`src/rtl/alu_ctrl_pkg.sv`:
```
// Shared ALU operation codes, alu_op classes and FSM state type for the
// registered ALU control unit.
package alu_ctrl_pkg;

    localparam logic [4:0] ALU_SUB    = 5'h00;
    localparam logic [4:0] ALU_ADD    = 5'h01;
    localparam logic [4:0] ALU_AND    = 5'h02;
    localparam logic [4:0] ALU_OR     = 5'h03;
    localparam logic [4:0] ALU_XOR    = 5'h04;
    localparam logic [4:0] ALU_SLL    = 5'h05;
    localparam logic [4:0] ALU_SRL    = 5'h06;
    localparam logic [4:0] ALU_SRA    = 5'h07;
    localparam logic [4:0] ALU_SLT    = 5'h08;
    localparam logic [4:0] ALU_SLTU   = 5'h09;
    localparam logic [4:0] ALU_PASS_B = 5'h0A;
    localparam logic [4:0] ALU_MBASE  = 5'h10;
    localparam logic [4:0] ALU_NOP    = 5'h1F;

    localparam logic [2:0] OP_LDST   = 3'b000;
    localparam logic [2:0] OP_BRANCH = 3'b001;
    localparam logic [2:0] OP_RTYPE  = 3'b010;
    localparam logic [2:0] OP_ITYPE  = 3'b011;
    localparam logic [2:0] OP_JAL    = 3'b100;
    localparam logic [2:0] OP_LUI    = 3'b101;

    localparam logic [6:0] F7_BASE   = 7'b0000000;
    localparam logic [6:0] F7_ALT    = 7'b0100000;
    localparam logic [6:0] F7_MULDIV = 7'b0000001;

    typedef enum logic [1:0] {
        ST_IDLE,
        ST_VALID,
        ST_BUSY
    } state_t;

    // funct3 meaning shared by R-type (funct7=0) and I-type ops
    function automatic logic [4:0] base_op(input logic [2:0] f3);
        logic [4:0] code;
        case (f3)
            3'b000:  code = ALU_ADD;
            3'b001:  code = ALU_SLL;
            3'b010:  code = ALU_SLT;
            3'b011:  code = ALU_SLTU;
            3'b100:  code = ALU_XOR;
            3'b101:  code = ALU_SRL;
            3'b110:  code = ALU_OR;
            default: code = ALU_AND;
        endcase
        return code;
    endfunction

endpackage

```
`src/rtl/alu_ctrl_seq_decode.sv`:
```
// Combinational decode of alu_op/funct3/funct7 into an ALU code plus
// immediate, illegal and multicycle classification.
module alu_ctrl_decode
    import alu_ctrl_pkg::*;
#(
    parameter int MULDIV_EN = 1
) (
    input  logic [2:0] alu_op,
    input  logic [2:0] funct3,
    input  logic [6:0] funct7,
    output logic [4:0] code,
    output logic       is_imm,
    output logic       illegal,
    output logic       multicycle,
    output logic       is_div
);

    always_comb begin
        code       = ALU_NOP;
        is_imm     = 1'b0;
        illegal    = 1'b0;
        multicycle = 1'b0;
        is_div     = 1'b0;
        case (alu_op)
            OP_LDST: begin
                code   = ALU_ADD;
                is_imm = 1'b1;
            end
            OP_BRANCH: begin
                case (funct3)
                    3'b000, 3'b001: code = ALU_SUB;
                    3'b100, 3'b101: code = ALU_SLT;
                    3'b110, 3'b111: code = ALU_SLTU;
                    default:        illegal = 1'b1;
                endcase
            end
            OP_RTYPE: begin
                if (funct7 == F7_BASE) begin
                    code = base_op(funct3);
                end else if (funct7 == F7_ALT && funct3 == 3'b000) begin
                    code = ALU_SUB;
                end else if (funct7 == F7_ALT && funct3 == 3'b101) begin
                    code = ALU_SRA;
                end else if (MULDIV_EN != 0 && funct7 == F7_MULDIV) begin
                    code       = ALU_MBASE | {2'b00, funct3};
                    multicycle = 1'b1;
                    is_div     = funct3[2];
                end else begin
                    illegal = 1'b1;
                end
            end
            OP_ITYPE: begin
                // Only the shift immediates carry meaning in funct7
                is_imm = 1'b1;
                if (funct3 == 3'b001 && funct7 != F7_BASE) begin
                    illegal = 1'b1;
                end else if (funct3 == 3'b101 && funct7 == F7_ALT) begin
                    code = ALU_SRA;
                end else if (funct3 == 3'b101 && funct7 != F7_BASE) begin
                    illegal = 1'b1;
                end else begin
                    code = base_op(funct3);
                end
            end
            OP_JAL: code = ALU_ADD;
            OP_LUI: begin
                code   = ALU_PASS_B;
                is_imm = 1'b1;
            end
            default: illegal = 1'b1;
        endcase
        if (illegal) begin
            code   = ALU_NOP;
            is_imm = 1'b0;
        end
    end

endmodule

```
`src/rtl/alu_ctrl_seq.sv`:
```
// Registered, handshaked ALU control: holds one decoded result for the
// consumer and sequences the busy window of multicycle MUL/DIV ops.
module alu_ctrl_seq
    import alu_ctrl_pkg::*;
#(
    parameter int CTRL_W    = 5,
    parameter int MULDIV_EN = 1,
    parameter int MUL_LAT   = 4,
    parameter int DIV_LAT   = 33
) (
    input  logic              clk,
    input  logic              rst,
    input  logic              req_valid,
    output logic              req_ready,
    input  logic [2:0]        alu_op,
    input  logic [2:0]        funct3,
    input  logic [6:0]        funct7,
    output logic              ctrl_valid,
    input  logic              ctrl_ready,
    output logic [CTRL_W-1:0] alu_ctrl,
    output logic              is_imm,
    output logic              illegal,
    output logic              alu_busy,
    output logic              mc_done
);

    localparam int MAX_LAT = (MUL_LAT > DIV_LAT) ? MUL_LAT : DIV_LAT;
    localparam int CNT_W   = (MAX_LAT > 1) ? $clog2(MAX_LAT) : 1;
    localparam logic [CNT_W-1:0] MUL_LOAD = CNT_W'(MUL_LAT - 1);
    localparam logic [CNT_W-1:0] DIV_LOAD = CNT_W'(DIV_LAT - 1);

    state_t           state_q, state_d;
    logic [CNT_W-1:0] cnt_q, cnt_d;
    logic [4:0]       code_q;
    logic             imm_q, ill_q, mc_q, div_q;
    logic [4:0]       dec_code;
    logic             dec_imm, dec_ill, dec_mc, dec_div;
    logic             accept;

    alu_ctrl_decode #(
        .MULDIV_EN (MULDIV_EN)
    ) u_decode (
        .alu_op     (alu_op),
        .funct3     (funct3),
        .funct7     (funct7),
        .code       (dec_code),
        .is_imm     (dec_imm),
        .illegal    (dec_ill),
        .multicycle (dec_mc),
        .is_div     (dec_div)
    );

    // A held multicycle op must hand off to BUSY before anything new enters
    always_comb begin
        req_ready = 1'b0;
        if (!rst) begin
            case (state_q)
                ST_IDLE:  req_ready = 1'b1;
                ST_VALID: req_ready = ctrl_ready && !mc_q;
                default:  req_ready = 1'b0;
            endcase
        end
    end

    assign accept = req_valid && req_ready;

    always_comb begin
        state_d = state_q;
        cnt_d   = cnt_q;
        case (state_q)
            ST_IDLE: begin
                if (accept) state_d = ST_VALID;
            end
            ST_VALID: begin
                if (ctrl_ready) begin
                    if (mc_q) begin
                        state_d = ST_BUSY;
                        cnt_d   = div_q ? DIV_LOAD : MUL_LOAD;
                    end else if (!accept) begin
                        state_d = ST_IDLE;
                    end
                end
            end
            ST_BUSY: begin
                if (cnt_q == '0) state_d = ST_IDLE;
                else             cnt_d   = cnt_q - CNT_W'(1);
            end
            default: state_d = ST_IDLE;
        endcase
    end

    always_ff @(posedge clk) begin
        if (rst) begin
            state_q <= ST_IDLE;
            cnt_q   <= '0;
            code_q  <= ALU_NOP;
            imm_q   <= 1'b0;
            ill_q   <= 1'b0;
            mc_q    <= 1'b0;
            div_q   <= 1'b0;
        end else begin
            state_q <= state_d;
            cnt_q   <= cnt_d;
            if (accept) begin
                code_q <= dec_code;
                imm_q  <= dec_imm;
                ill_q  <= dec_ill;
                mc_q   <= dec_mc;
                div_q  <= dec_div;
            end
        end
    end

    assign ctrl_valid = (state_q == ST_VALID);
    assign alu_busy   = (state_q == ST_BUSY);
    assign mc_done    = alu_busy && (cnt_q == '0);
    assign alu_ctrl   = CTRL_W'(code_q);
    assign is_imm     = imm_q;
    assign illegal    = ill_q;

endmodule

```
`config.mk`:
```
export PLATFORM = sky130hd
export DESIGN_NAME = alu_ctrl_seq
export DESIGN_NICKNAME = d
export VERILOG_FILES = /design/src/rtl/alu_ctrl_pkg.sv /design/src/rtl/alu_ctrl_seq_decode.sv /design/src/rtl/alu_ctrl_seq.sv
export SDC_FILE = /design/constraint.sdc
export NUM_CORES = 1
export LEC_CHECK = 0
export CORE_UTILIZATION = 35
export DETAILED_ROUTE_END_ITERATION = 8
export SETUP_SLACK_MARGIN = 0.5
export SYNTH_ARGS = -nofsm -noshare
export SYNTH_HDL_FRONTEND = slang
export SYNTH_SLANG_ARGS = --single-unit
```
`constraint.sdc`:
```
create_clock -name clk -period 5.2 [get_ports clk]
set_clock_uncertainty 0.15 [all_clocks]
set_input_delay 1.3 -clock clk [delete_from_list [all_inputs] [get_ports clk]]
set_output_delay 1.3 -clock clk [all_outputs]
set_load 0.05 [all_outputs]
```
=== Word-level counts from Yosys, hierarchy flattened ===
Index checks and enable logic that the tools add are counted.

* $add $sub $neg: 1
* Eq/ne operators: 22
* Mux-type cells: 45
* Reductions and logical operators: 24

{| class="wikitable"
|+ Operators by type and width
! kind !! count
|-
| $mux 5 || 7
|-
| $pmux 4 s7 || 1
|-
| $pmux 5 s5 || 1
|-
| $mux 6 || 4
|-
| $mux 1 || 21
|-
| $eq 3x3->1 const B || 6
|-
| $pmux 5 s3 || 1
|-
| $eq 3x2->1 const B || 4
|-
| $pmux 6 s2 || 1
|-
| $mux 2 || 5
|-
| $reduce_and 4->1 || 2
|-
| $reduce_or 2->1 || 4
|-
| $eq 7x1->1 const B || 1
|-
| $eq 7x6->1 const B || 1
|-
| $logic_and 1x1->1 || 7
|-
| $logic_not 7->1 || 1
|-
| $reduce_bool 7->1 || 1
|-
| $eq 3x1->1 const B || 2
|-
| $logic_not 3->1 || 2
|-
| $logic_not 6->1 || 1
|-
| $ne 2x1->1 const B || 3
|-
| $pmux 2 s3 || 1
|-
| $reduce_or 3->1 || 2
|-
| $reduce_or 6->1 || 1
|-
| 11 further kinds || 12
|}

* Bits in registers: 17
* Output and inout bits: 11

=== Logic depth before layout (Yosys ltp) ===
* Depth in word-level cells: 9
* Depth in mapped cells: 6
* Gate-level depth less buffers: 6

=== Hierarchy ===
A second synthesis with hierarchy kept.

* Cell total of the unflattened synthesis: 162
* Area total of the unflattened synthesis: 1335.0 um2

{| class="wikitable"
|+ By module, submodules not included
! module !! instances !! cells each !! area each (um2)
|-
| alu_ctrl_seq || 1 || 92 || 867.1
|-
| alu_ctrl_decode || 1 || 70 || 467.9
|}

=== Least setup slack after synthesis ===
Ideal clock, no wire load.

* Path kind: input -> output
* Start point: in ctrl_ready
* End point: out req_ready
* Arrival time: 1.862 ns
* Data required time: 3.750 ns
* Setup slack: 1.888 ns
* Stages on the path: 3
* Path buffers: 0
* Path through: nand2b_4 > nand2_1 > and2_1

* Longest elaborated chain between the ends: 3

{| class="wikitable"
|+ RTL lines
! what !! line !! RTL
|-
| start: declaration || alu_ctrl_seq.sv:19 || <nowiki>input logic ctrl_ready,</nowiki>
|-
| $logic_and 1x1->1 || alu_ctrl_seq.sv:59 || <nowiki>ST_VALID: req_ready = ctrl_ready && !mc_q;</nowiki>
|-
| $pmux 1 s2 || alu_ctrl_seq.sv:57 || <nowiki>case (state_q)</nowiki>
|-
| $mux 1 || alu_ctrl_seq.sv:56 || <nowiki>if (!rst) begin</nowiki>
|-
| end: declaration || alu_ctrl_seq.sv:14 || <nowiki>output logic req_ready,</nowiki>
|}

Every way passes these cells.

=== Final worst setup path ===
* Start point: in rst
* End point: out req_ready

* Longest elaborated chain between the ends: 1

{| class="wikitable"
|+ RTL lines
! what !! line !! RTL
|-
| start: declaration || alu_ctrl_seq.sv:12 || <nowiki>input logic rst,</nowiki>
|-
| $mux 1 || alu_ctrl_seq.sv:56 ||
|}

Every way passes these cells.

==> Flow_metrics.wiki <==
{| class="wikitable"
! Metric !! Value
|-
| Global-route wire length before repair || 4.82 mm
|-
| Share of final-layout standard cells stronger than drive strength 1 || 11.4%
|-
| Total power after layout || 0.293 mW
|-
| CP Data Required Time || 3.75 ns
|-
| Synth Net Count || 178
|-
| Post-DP HPWL || 2.30 mm
|-
| Post-cts resize count || 0
|-
| Final-layout worst hold slack || 0.329 ns
|-
| GRT Resource Usage Total || 16.7%
|-
| Clock transition at path regs || 0.10 ns
|-
| Post-Synthesis Cell Area || 0.00126 mm²
|-
| Unrepaired setup endpoints after global routing || false
|-
| Post-detailed-route via-to-cell ratio || 5.40
|-
| Number of antenna diodes || 0
|-
| Horizontal extent of the die || 62.0 µm
|-
| First-pass detailed-route iteration total || 4
|-
| Clk pwr share || 23.8%
|-
| Fin crit share || 84.5%
|-
| Arrival time of the worst setup path || 2.94 ns
|-
| Ranking of synthesized cells by area || sky130_fd_sc_hd__dfxtp_1, sky130_fd_sc_hd__nor2_1, sky130_fd_sc_hd__a21oi_1, sky130_fd_sc_hd__nand2_1, sky130_fd_sc_hd__o21ai_0
|-
| Share of synthesized flip-flops with an asynchronous set or reset || 0%
|-
| WL per Instance || 12.8 µm
|-
| Largest buffer count on any clock path || 2
|-
| Mean cell area of the mapped netlist || 7.93 µm²
|-
| Sink count of the clock tree || 17
|-
| Vias after detailed routing || 1247
|-
| Cell type with the largest total area after synthesis || sky130_fd_sc_hd__dfxtp_1
|-
| Number of nets at the end of the flow || 205
|-
| Ys Warns || 0
|-
| Detailed-route DRC error count || 0
|-
| Antenna-violating nets left || 0
|-
| Total congestion overflow || 0
|-
| Flip-flop cell with the highest count after synthesis || sky130_fd_sc_hd__dfxtp_1
|-
| Antenna violations before repair || 0
|-
| Number of slew-limit violations in the final report || 0
|-
| Class of the tightest hold or removal check || register to register
|-
| Hold Fails Final Rpt || 0
|-
| Worst setup EP type || output port
|-
| Pin count of the biggest net entering global routing || 16
|-
| Post-synthesis sequential element count || 17
|-
| Insertion delay to the later sink of the worst-skew pair || 0.29 ns
|-
| Number of enable-type register cells in the synthesized netlist || 0
|-
| Setup_tns || 0 ns
|-
| Clock period minus final worst setup slack || 4.39 ns
|-
| Number of buffers added by the clock tree synthesis step || 3
|-
| Power Internal || 0.201 mW
|-
| Routability cong. || 0.854
|-
| CTS tree || yes
|-
| Relative max-transition margin || 58.9%
|-
| Area added between synthesis and finish || 24.6%
|-
| Die height || 62.0 µm
|-
| Combinational share of power || 29.2%
|-
| DRC marker count from the first detailed-route iteration || 52
|-
| Cell occurring most often along the worst timing path || sky130_fd_sc_hd__clkdlybuf4s50_1
|-
| Overall die area || 0.00385 mm²
|-
| Starting density of the core || 37.2%
|-
| Number of setup violations in the final report || 0
|-
| Total routed wirelength || 2.95 mm
|-
| Via count of the first global-routing pass || 1055
|-
| Clock root buffer || sky130_fd_sc_hd__clkbuf_4
|-
| Depth of the CTS H-tree || 1
|-
| Peak supply drop || 0.000101 V
|-
| Share of power burned in registers || 47.0%
|-
| Unique cell type count in the Yosys netlist || 55
|-
| Synthesized instance count || 159
|-
| I/O pin total || 28
|-
| Tightest Pin Transition || 0.608 ns
|-
| # rows || 21
|-
| Power dissipated by switching net loads || 0.0915 mW
|-
| Worst Path Class, Setup || input pin to output port
|-
| Reported leakage power || 0.559 nW
|-
| Floorplan Core Area || 0.00339 mm²
|-
| Max-capacitance violation count || 0
|-
| Worst Setup Start Kind || input pin
|-
| Upper clock frequency limit || 228 MHz
|-
| Cell breakdown of the critical path || clkdlybuf4s50_1 > buf_4 > nor2_1 > and2_1 > clkdlybuf4s50_1
|-
| Port-buffer cells || 27
|-
| Max Fanout on Critical Path || 14
|-
| Seq/Total Area, Yosys || 27.0%
|-
| Run status || finished, final reports clean
|-
| Cell type of the slowest stage on the worst timing path || sky130_fd_sc_hd__clkdlybuf4s50_1
|-
| Top cell type's share of synthesized area || 27.0%
|-
| Sw Share || 31.3%
|-
| Power density of the placed cells || 186 mW/mm²
|-
| Post-CTS setup buffers || 0
|-
| Worst stage delay on the critical path || 0.79 ns
|-
| Number of buffers inserted by hold repair at cts || 0
|}
[registers in the layout, summed over array words and instances (netlist names)]
signal and count:
cnt_q 6, is_imm 1, alu_ctrl 5, div_q 1
illegal 1, mc_q 1, state_q 2
[worst max-delay path: cells and delay by family]
family                 cells  cell delay (ns)
buffers and inverters      3             1.38
AND/OR/NAND/NOR            2             0.26
[cell type report]
cell class / count / area, µm²
Tap cell: 46 / 57.6
Timing Repair Buffer: 28 / 278
Inverter: 9 / 33.8
Sequential cell: 17 / 340
Multi-Input combinational cell: 127 / 836
Fill cell: 339 / 1820
Clock buffer: 4 / 26.3
[cells in the final DEF (no fill, tap or decap), drive strengths merged, types with 2 or more instances in the layout]
cell and instances:
a211oi 2, a21oi 13, a2bb2oi 2, a31oi 4
and2 4, and2b 3, and3b 2, clkbuf 4
clkdlybuf4s50 27, dfxtp 17, ha 2, inv 9
nand2 14, nand2b 4, nand3 3, nand3b 2
nor2 18, nor2b 3, nor3 6, nor3b 2
o211ai 2, o21ai 7, o22ai 4, o2bb2ai 2
o32a 2, o41ai 2, or2 2, xor2 3
[per-stage QoR]
step / setup WS, ns / instance area [µm²] / instances / utilization [%]
after floorplan: 1.89 / 1260 / 159 / -
after global routing: 0.740 / 1570 / 231 / 46.4
after global placement: 0.834 / 1550 / 227 / 45.6
after CTS: 0.794 / 1570 / 231 / 46.4
after detailed placement: 0.800 / 1550 / 227 / 45.6
final: 0.808 / 1570 / 231 / 46.4
[cells by family (layout without fill, tap and decap cells)]
group	count (synthesis)	count (layout)	share of synthesized area, %
compound gates	51	51	29.6
xor+xnor	4	4	2.78
buf+inv	15	41	6.75
flops	17	17	27.0
mux	1	1	0.794
simple gates	69	69	31.2
fa+ha+maj	2	2	1.98
[cell usage after synthesis (3+ instances only)]
cell type                  count
sky130_fd_sc_hd__xor2_1        3
sky130_fd_sc_hd__a31oi_1       4
sky130_fd_sc_hd__nand2_1      13
sky130_fd_sc_hd__a21oi_1      13
sky130_fd_sc_hd__nand3_1       3
sky130_fd_sc_hd__inv_1         9
sky130_fd_sc_hd__nor2b_1       3
sky130_fd_sc_hd__o21ai_0       7
sky130_fd_sc_hd__nor3_1        5
sky130_fd_sc_hd__dfxtp_1      17
sky130_fd_sc_hd__o22ai_1       4
sky130_fd_sc_hd__nand2b_1      3
sky130_fd_sc_hd__nor2_1       18
[worst paths after layout]
| path | slack [ns] | to | startpoint | depth (start not counted) |
|---|---|---|---|---|
| max | 0.81 | req_ready | rst | 5 |
| min | 0.33 | div_q | div_q | 2 |
| max reg2reg | 3.17 | alu_ctrl[0] | mc_q | 5 |
| min reg2reg | 0.33 | div_q | div_q | 2 |
[per-layer routing]
metal / track usage, % / vias to the layer above / part of all wire, %
met1: 22.7 / 564 / 49
met4: 3.17 / 0 / 0.64
met3: 4.14 / 2 / 4.8
li1: - / 638 / -
met5: 0 / - / 0
met2: 27.1 / 43 / 46
[power groups by stage]
stage | clock network, mW | logic [mW] | registers (mW)
3_5_place_dp | 0 | 0.0852 | 0.141
4_1_cts | 0.0739 | 0.0856 | 0.138
5_1_grt | 0.0797 | 0.0916 | 0.138
2_1_floorplan | 0 | 0.0415 | 0.154
3_3_place_gp | 0 | 0.0841 | 0.141
6_report | 0.0697 | 0.0855 | 0.137
No activity file was read; power rests on OpenSTA's default activity.
